### config.mk
export PLATFORM = sky130hd
export DESIGN_NAME = wb_uart_tx
export DESIGN_NICKNAME = d
export VERILOG_FILES = /design/src/rtl/uart_pkg.sv /design/src/rtl/uart_baud_counter.sv /design/src/rtl/wb_uart_tx.sv
export SDC_FILE = /design/constraint.sdc
export NUM_CORES = 1
export LEC_CHECK = 0
export ABC_AREA = 1
export CAP_MARGIN = 20
export CORE_ASPECT_RATIO = 1.1
export CORE_MARGIN = 8
export CORE_UTILIZATION = 45
export DETAILED_ROUTE_END_ITERATION = 7
export PLACE_DENSITY = 0.65
export SLEW_MARGIN = 25
export SYNTH_ARGS = -nofsm -noshare
export SYNTH_HDL_FRONTEND = slang
export SYNTH_HIERARCHICAL = 1
export SYNTH_SLANG_ARGS = --single-unit
export TNS_END_PERCENT = 10
### constraint.sdc
create_clock -name clk_i -period 3.1 [get_ports clk_i]
set_input_delay 0.93 -clock clk_i [delete_from_list [all_inputs] [get_ports clk_i]]
set_output_delay 0.93 -clock clk_i [all_outputs]
set_load 0.02 [all_outputs]
### src/rtl/uart_pkg.sv
// Shared UART types and line-level constants for the transmit and receive paths.
package uart_pkg;

    typedef enum logic [1:0] {
        IDLE  = 2'd0,
        START = 2'd1,
        DATA  = 2'd2,
        STOP  = 2'd3
    } uart_tx_state_t;

    localparam int   UART_DATA_BITS = 8;
    localparam logic UART_IDLE      = 1'b1;
    localparam logic UART_START     = 1'b0;

endpackage

### src/rtl/uart_baud_counter.sv
// Bit-period timer: counts 0..CLKS_PER_BIT-1 and flags the last cycle of each bit.
// Latency: tick is combinational from the count; count clears on the cycle after clear.
// Backpressure: none, free-running between clears.
module uart_baud_counter #(
    parameter int CLKS_PER_BIT = 868
) (
    input  logic clk,
    input  logic rst,
    input  logic clear,
    output logic tick
);

    localparam int            CW   = (CLKS_PER_BIT > 1) ? $clog2(CLKS_PER_BIT) : 1;
    localparam logic [CW-1:0] LAST = CW'(CLKS_PER_BIT - 1);

    logic [CW-1:0] cnt;

    always_ff @(posedge clk) begin
        if (rst || clear || (cnt == LAST)) begin
            cnt <= '0;
        end else begin
            cnt <= cnt + CW'(1);
        end
    end

    assign tick = (cnt == LAST);

endmodule

### src/rtl/wb_uart_tx.sv
// Wishbone-fed 8N1 UART transmitter, one byte per accepted write.
// Latency: ack and start bit one cycle after accept; frame lasts 10*CLKS_PER_BIT cycles.
// Backpressure: stall_o holds off new requests for the whole frame.
module wb_uart_tx
    import uart_pkg::*;
#(
    parameter int CLKS_PER_BIT = 868
) (
    input  logic       clk_i,
    input  logic       rst_i,
    input  logic       cyc_i,
    input  logic       stb_i,
    input  logic       we_i,
    input  logic [7:0] dat_i,
    output logic       ack_o,
    output logic       stall_o,
    output logic       tx_o
);

    uart_tx_state_t state, state_n;
    logic [7:0]     shreg, shreg_n;
    logic [2:0]     bit_cnt, bit_cnt_n;
    logic           tx_q, tx_n;
    logic           ack_q, stall_q;
    logic           accept, baud_tick;

    assign accept = cyc_i && stb_i && !stall_q;

    // Reads are accepted too, so clearing on any accept keeps the timer aligned for free.
    uart_baud_counter #(
        .CLKS_PER_BIT(CLKS_PER_BIT)
    ) u_baud (
        .clk   (clk_i),
        .rst   (rst_i),
        .clear (accept),
        .tick  (baud_tick)
    );

    always_comb begin
        state_n   = state;
        shreg_n   = shreg;
        bit_cnt_n = bit_cnt;
        case (state)
            IDLE: begin
                if (accept && we_i) begin
                    state_n   = START;
                    shreg_n   = dat_i;
                    bit_cnt_n = 3'd0;
                end
            end
            START: begin
                if (baud_tick) state_n = DATA;
            end
            DATA: begin
                if (baud_tick) begin
                    shreg_n = shreg >> 1;
                    if (bit_cnt == 3'(UART_DATA_BITS - 1)) begin
                        state_n   = STOP;
                        bit_cnt_n = 3'd0;
                    end else begin
                        bit_cnt_n = bit_cnt + 3'd1;
                    end
                end
            end
            STOP: begin
                if (baud_tick) state_n = IDLE;
            end
            default: state_n = IDLE;
        endcase
    end

    // Line level is registered from next-state so tx_o is glitch-free and aligned with stall_o.
    always_comb begin
        tx_n = UART_IDLE;
        case (state_n)
            START:   tx_n = UART_START;
            DATA:    tx_n = shreg_n[0];
            default: tx_n = UART_IDLE;
        endcase
    end

    always_ff @(posedge clk_i) begin
        if (rst_i) begin
            state   <= IDLE;
            shreg   <= 8'h00;
            bit_cnt <= 3'd0;
            tx_q    <= UART_IDLE;
            ack_q   <= 1'b0;
            stall_q <= 1'b0;
        end else begin
            state   <= state_n;
            shreg   <= shreg_n;
            bit_cnt <= bit_cnt_n;
            tx_q    <= tx_n;
            ack_q   <= accept;
            stall_q <= (state_n != IDLE);
        end
    end

    assign ack_o   = ack_q;
    assign stall_o = stall_q;
    assign tx_o    = tx_q;

`ifdef FORMAL
    a_stall_state : assert property (@(posedge clk_i) stall_o == (state != IDLE));
    a_ack_single  : assert property (@(posedge clk_i) disable iff (rst_i) ack_o |=> !ack_o);
    a_idle_line   : assert property (@(posedge clk_i) (state == IDLE) |-> tx_o);
`endif

endmodule

==> results.env <==
CTSLONGESTPATHBUFFERS=2
AREA_DELTA_SYNTH_FINAL_PCT=15.91
TOTAL_POWER_mW=0.6005
CLK_PIN_SLEW_WORST_PATHS_NS=0.15
YS_SEQ_ELEMENTS=26
UTILIZATION_OF_THE_CORE_AFTER_ROUTING_PCT=53.55
POST_CTS_RESIZE_COUNT=0
CP.BUFFERS_INVERTERS=1
WORSTPATHREQUIRED_NS=2.17
BOUNDARYPINS=16
PLACEDINSTANCEAREA_UM2=1568
MIN_FROM='u_baud/cnt[0]'
CORE_UM2=2995
CRIT_PATH_START_KIND='flop'
SYNTH_COMMON_CELLS='sky130_fd_sc_hd__nand2_1 (43), sky130_fd_sc_hd__dfxtp_1 (26), sky130_fd_sc_hd__inv_1 (24)'
DRT_ITER0_DRC=49
POSTCTSHOLDBUFS=0
CHAIN_OF_CELLS_FORMING_THE_CRITICAL_PATH='clkdlybuf4s50_1'
HOLD_WS_NS=0.4592
CLK_ROOT_BUFFER_CELL='sky130_fd_sc_hd__clkbuf_4'
DRT_PASS1_ITERATIONS=4
FIN_SETUP_TNS_NS=0
GRT_PASS1_VIAS=1094
HTREEDEPTH=1
CLK_LATENCY_NS=0.32
DIE-AREA_UM2=5108
TRITONCTS_SINKS=26
DRT_DRC_VIOLATIONS_LEFT=0
WORST-SLEW-PIN-TRANSITION_NS=0.4848
INITIAL_UTIL_PCT=46.20
FF_LATCH_AREA_UM2=520.5
FIN_CRIT_SH_PCT=73.17
DRTANTENNAVIOLNETS=0
IR_WORST_VDD_V=0.0002240
SYNTH_ENABLE_FLOP_CELLS=0
TIMING.MAX_SLEW.REL_SLACK_PCT=67.64
FAMILY_OF_CELLS_WITH_THE_GREATEST_SUMMED_DELAY_ON_THE_CRITICAL_PATH='buffers and inverters'
SYN-INSTANCE-COUNT=175
TRITONCTS_CLOCK_TREE='yes'
MAXCAP_VIOL_COUNT=0
CRITICAL_PATH.ENDPOINT_TYPE='output pin'
CRIT_TYPE='reg2out'
PIN_COUNT_OF_THE_BIGGEST_NET_ENTERING_GLOBAL_ROUTING=16
MULTIINPUTGATEAREA_UM2=750.7
SYN_AREA_UM2=1384
CP.ARRIVAL_NS=1.34
SETUP_VIOL=0
SYNTH_NET_COUNT=191
YOSYS-TOP-CELLS-AREA='sky130_fd_sc_hd__dfxtp_1 (38%), sky130_fd_sc_hd__nand2_1 (12%), sky130_fd_sc_hd__inv_1 (6.5%)'
SETUP_REPAIR_AFTER_GLOBAL_ROUTING_MISSED_ITS_MARGIN='no'
ANTENNA_CELLS=0
CP_SLOWEST_STAGE_DELAY_NS=0.62
WORSTSETUPSTARTPOINT='stall_o'
LIBRARY_CELL_WITH_THE_HIGHEST_INSTANCE_COUNT_AFTER_SYNTHESIS='sky130_fd_sc_hd__nand2_1'
CRITICAL_PATH.REG2REG.STARTPOINT='u_baud/cnt[0]'
PLACEMENT.IO_BUFFERS=15
NUM-NETS-FINAL=210
FMAX_MHz=440.9
POSTSYNTH.ASYNCRESETSHARE_PCT=0
DP_CELLS=223
DIE-HEIGHT_UM=74.16
P_PER_AREA_nW_PER_UM2=374.4
CLOCK-SKEW-FINAL_NS=0.007531
DRT_WL_TOTAL_MM=2.507
VIAS_PER_CELL=4.824
DRIVE_GT1_SHARE_PCT=21.24
GRT_OVERFLOW=0
SYNTH.YOSYS.SEQ_AREA_SHARE_PCT=37.61
FINALMAXSLEWVIOLATIONS=0
SYN_AVG_CELL_AREA_UM2=7.908
TRACK_USAGE_PCT=11.12
NUM-FILL-CELLS=299
ANTENNA_VIOLATIONS_BEFORE_REPAIR=0
YOSYS.AREA.TOP_TYPE='sky130_fd_sc_hd__dfxtp_1'
FINALHOLDVIOLCOUNT=0
SYNTH_WARNINGS=6
DIE_WIDTH_UM=68.88
DESIGN_AREA_UM2=1604
POST_CTS_BUFFERS=0
ROWS=21
FINALWORSTSETUPSLACK_NS=0.8317
YS_DOMINANT_REG_CELL='sky130_fd_sc_hd__dfxtp_1'
WL_PER_CELL_UM=11.04
WORST_PATH_MAX_DELAY_CELL='sky130_fd_sc_hd__clkdlybuf4s50_1'
PLACE.DETAILED.HPWL_MM=1.952
CRITPATHMAXFANOUT=4
GRT_FIRST_PASS_WIRELENGTH_MM=4.485
SYNTH.LIB_CELLS_USED.DISTINCT=30
SYNTH.TOP_CELL.AREA_SHARE_PCT=37.61
LEAKAGEPOWER_nW=0.6366
POST_LAYOUT_NONFILLER_INSTANCES=227
TRITONCTS_BUFFER_COUNT=3
DETAILROUTE.VIA_COUNT=1095
MIN_PERIOD_NS=2.268
WORST_HOLD_PATH_TYPE='reg2reg'
STATUS='finished, final reports clean'
DPL_WORST_SLACK_NS=0.8049
GPL_WTD_CONG=0.7816
-- sequential cells by signal, indices dropped and copies added (netlist names) --
signal,cells
u_baud/cnt,10
shreg,8
bit_cnt,3
state,2
ack_o,1
stall_o,1
tx_o,1
-- routing by layer --
layer | wire (µm) | vias to the layer above | track usage [%]
li1 | - | 580 | -
met1 | 1182 | 499 | 12.64
met2 | 1177 | 14 | 18.95
met3 | 124 | 2 | 2.410
met4 | 23 | 0 | 5.357
met5 | 0 | - | 0
-- path summary, 6_finish.rpt --
| check | end | slack, ns | depth (start not counted) |
|---|---|---|---|
| max | stall_o | 0.83 | 1 |
| min reg2reg | u_baud/cnt[0] | 0.46 | 1 |
| min | u_baud/cnt[0] | 0.46 | 1 |
| max reg2reg | tx_o | 1.30 | 10 |
-- cells in the final DEF, fill, tap and decap left out, drive strengths merged, types with 3 or more instances in the layout --
cell,netlist,routed
clkbuf,0,4
o21ai,3,3
clkdlybuf4s50,0,15
nor2,28,28
a21oi,15,15
dfxtp,26,26
nand3,8,8
nand2,52,52
ha,3,3
inv,25,25
-- power breakdown --
part / internal (mW) / switching (mW) / leakage (nW)
registers: 0.345 / 0.00842 / 0.211
logic: 0.0341 / 0.0394 / 0.404
clock network: 0.0718 / 0.102 / 0.0210
-- kinds of logic (layout without fill, tap and decap cells) --
| family | after synthesis | count (layout) | share of synthesized area, % |
|---|---|---|---|
| adder cells (fa/ha/maj) | 3 | 3 | 2.713 |
| XOR/XNOR | 4 | 4 | 2.532 |
| AND/OR/NAND/NOR | 94 | 94 | 36.44 |
| AO/OA/AOI/OAI | 21 | 21 | 12.57 |
| flip-flops | 26 | 26 | 37.61 |
| buffers and inverters | 27 | 45 | 8.138 |
-- final cells by class --
class	count	area share [%]
tap	34	2.652
sequential	26	32.45
multi-input combinational	122	46.80
clock buffer	4	2.262
timing repair buffer	16	9.828
inverter	25	6.006
Note: power is estimated with default switching activity, not from simulation.
==> edit: new RTL, same settings <==
The 4 states of `uart_tx_state_t` get a one-hot encoding in 4 bits.
--- a/src/rtl/uart_pkg.sv
+++ b/src/rtl/uart_pkg.sv
@@ -1,11 +1,11 @@
 // Shared UART types and line-level constants for the transmit and receive paths.
 package uart_pkg;
 
-    typedef enum logic [1:0] {
-        IDLE  = 2'd0,
-        START = 2'd1,
-        DATA  = 2'd2,
-        STOP  = 2'd3
+    typedef enum logic [3:0] {
+        IDLE  = 4'b0001,
+        START = 4'b0010,
+        DATA  = 4'b0100,
+        STOP  = 4'b1000
     } uart_tx_state_t;
 
     localparam int   UART_DATA_BITS = 8;
Behaviour: same outputs for any inputs over 10 cycles, from zero or initial values and one cycle with rst_i high; not proved beyond that.
==> edit against the original RTL <==
Non-clock buffer count stayed put; total power is 16% higher; register-to-register slack worse by 0.18 ns; routed wire length is 3.5% higher; sequential cell count is 2 higher; count of clock-buffer cells in the layout is 1 lower; setup slack worse by 0.0077 ns; global-route usage is 0.55 points higher; sequential power is 7.4% higher; final area is 0.86% higher; area after synthesis is 0.27% lower; cell count is 6.2% higher; combinational power is 9.7% higher.
==> edit: results (changes against the original RTL) <==
The final RePlAce weighted congestion is 0.800 (was 0.782). The fill cell instance count of the final layout was 297 (was 299). The standby leakage power came to 0.705 nW (was 0.637 nW). The synthesized net count is 205 (was 191).

The post-cts gate resize count came out at 0 (unchanged). Result of the run: finished clean (unchanged). The worst slack after detailed placement came out at 0.661 ns (was 0.805 ns).

The length of routed wiring on met1 is 1320 um (was 1180 um). The launch point of the worst hold path is u_baud/cnt[0]$_SDFF_PP0_ (unchanged). The buffer count from post-CTS setup fixing is 0 (unchanged). The path category of the worst min-delay check is reg2reg (unchanged). The H-tree level count came out at 1 (unchanged). The met1 track demand over resource in global routing came out at 15.0% (was 12.6%). Largest cells by area after synthesis: sky130_fd_sc_hd__dfxtp_1, sky130_fd_sc_hd__nand2_1, sky130_fd_sc_hd__nor2_1, sky130_fd_sc_hd__inv_1, sky130_fd_sc_hd__nor2_2 (was sky130_fd_sc_hd__dfxtp_1, sky130_fd_sc_hd__nand2_1, sky130_fd_sc_hd__inv_1, sky130_fd_sc_hd__a21oi_2, sky130_fd_sc_hd__nor2_1). The final clock skew is 0.0107 ns (was 0.00753 ns).

The pin slew with the least headroom to its limit came out at 0.286 ns (was 0.485 ns). The via count of the first global-routing pass is 1189 (was 1094). The pin count of the biggest net entering global routing is 17 (was 16).

The number of violations reported at the end of detailed-routing iteration 0 is 43 (was 49). The length of the first detailed-routing pass in iterations came to 4 (unchanged). The HPWL reported at the end of detailed placement is 1950 um (about the same).

The clock-pin slew of the registers on the worst-case setup and hold paths was 0.15 ns (about the same). The count of buffers inserted at the top-level ports is 15 (unchanged). The global-route met2 utilization is 18.8% (was 19.0%). The count of different cell masters after synthesis was 25 (was 30). The detailed route wirelength on metal3 is 138 um (was 124 um). The average via count per standard cell is 4.87 (was 4.82). The post-detailed-route wirelength per cell came out at 10.8 um (was 11.0 um).

The maximum vdd drop came out at 0.258 mV (was 0.224 mV). The routed length on met2 came out at 1100 um (was 1180 um). Top flop regs: u_baud/cnt: 10 flops, shreg: 8 flops, state: 4 flops (was u_baud/cnt: 10 flops, shreg: 8 flops, bit_cnt: 3 flops). The share of the yosys chip area belonging to registers came out at 40.6% (was 37.6%). The clock tree buffer depth is 2 (unchanged). The global-route wire length before repair is 4760 um (was 4490 um). The global router's overall resource usage was 11.7% (was 11.1%). The met3 track demand over resource is 1.96% (was 2.41%).

The fraction of layout instances using a drive strength above 1 is 16.9% (was 21.2%).
-- edit: cell types whose count changed after synthesis, moves of 3 or more --
cell                      unedited run  this run
sky130_fd_sc_hd__nor2_1             19        24
sky130_fd_sc_hd__nand4_1             1         4
sky130_fd_sc_hd__nand2_1            43        52
sky130_fd_sc_hd__nand3_1             5         8
sky130_fd_sc_hd__nor2_4              4         1
sky130_fd_sc_hd__inv_1              24        20
sky130_fd_sc_hd__a21oi_1             5         9
sky130_fd_sc_hd__a21oi_2             9         5
sky130_fd_sc_hd__nor2_2              3         8
-- edit: final cells by class --
cell class / count / area share (%)
clock inverters: 1 / 1.86
multi-input cells: 137 / 44.3
well taps: 34 / 2.63
flip-flops and latches: 28 / 34.6
repair buffers: 16 / 9.74
clock buffers: 3 / 1.39
inverters: 22 / 5.41
-- edit: stage by stage --
stage / instances / util, % / cell area, um^2
floorplan: 189 / - / 1380
global placement: 237 / 52.3 / 1570
detailed placement: 237 / 52.3 / 1570
CTS: 241 / 54.0 / 1620
global route: 241 / 54.0 / 1620
finish: 241 / 54.0 / 1620
-- edit: worst paths after layout --
path	end	slack, ns	cells after the start
min	u_baud/cnt[0]$_SDFF_PP0_	0.46	1
max	stall_o	0.82	1
max reg2reg	bit_cnt[2]$_SDFFE_PP0P_	1.12	12
min reg2reg	u_baud/cnt[0]$_SDFF_PP0_	0.46	1
-- edit: logic make-up after synthesis --
logic type	count (synthesis)	synth area share, %
fa+ha+maj	3	2.72
simple gates	115	39.8
flops	28	40.6
xor+xnor	4	2.54
buf+inv	24	7.43
compound gates	15	6.89
-- edit: report_power, final --
group	internal, mW	total, mW	switching (mW)
clock	0.131	0.237	0.106
combinational	0.0344	0.0806	0.0461
sequential	0.372	0.379	0.00699
total	0.537	0.696	0.159
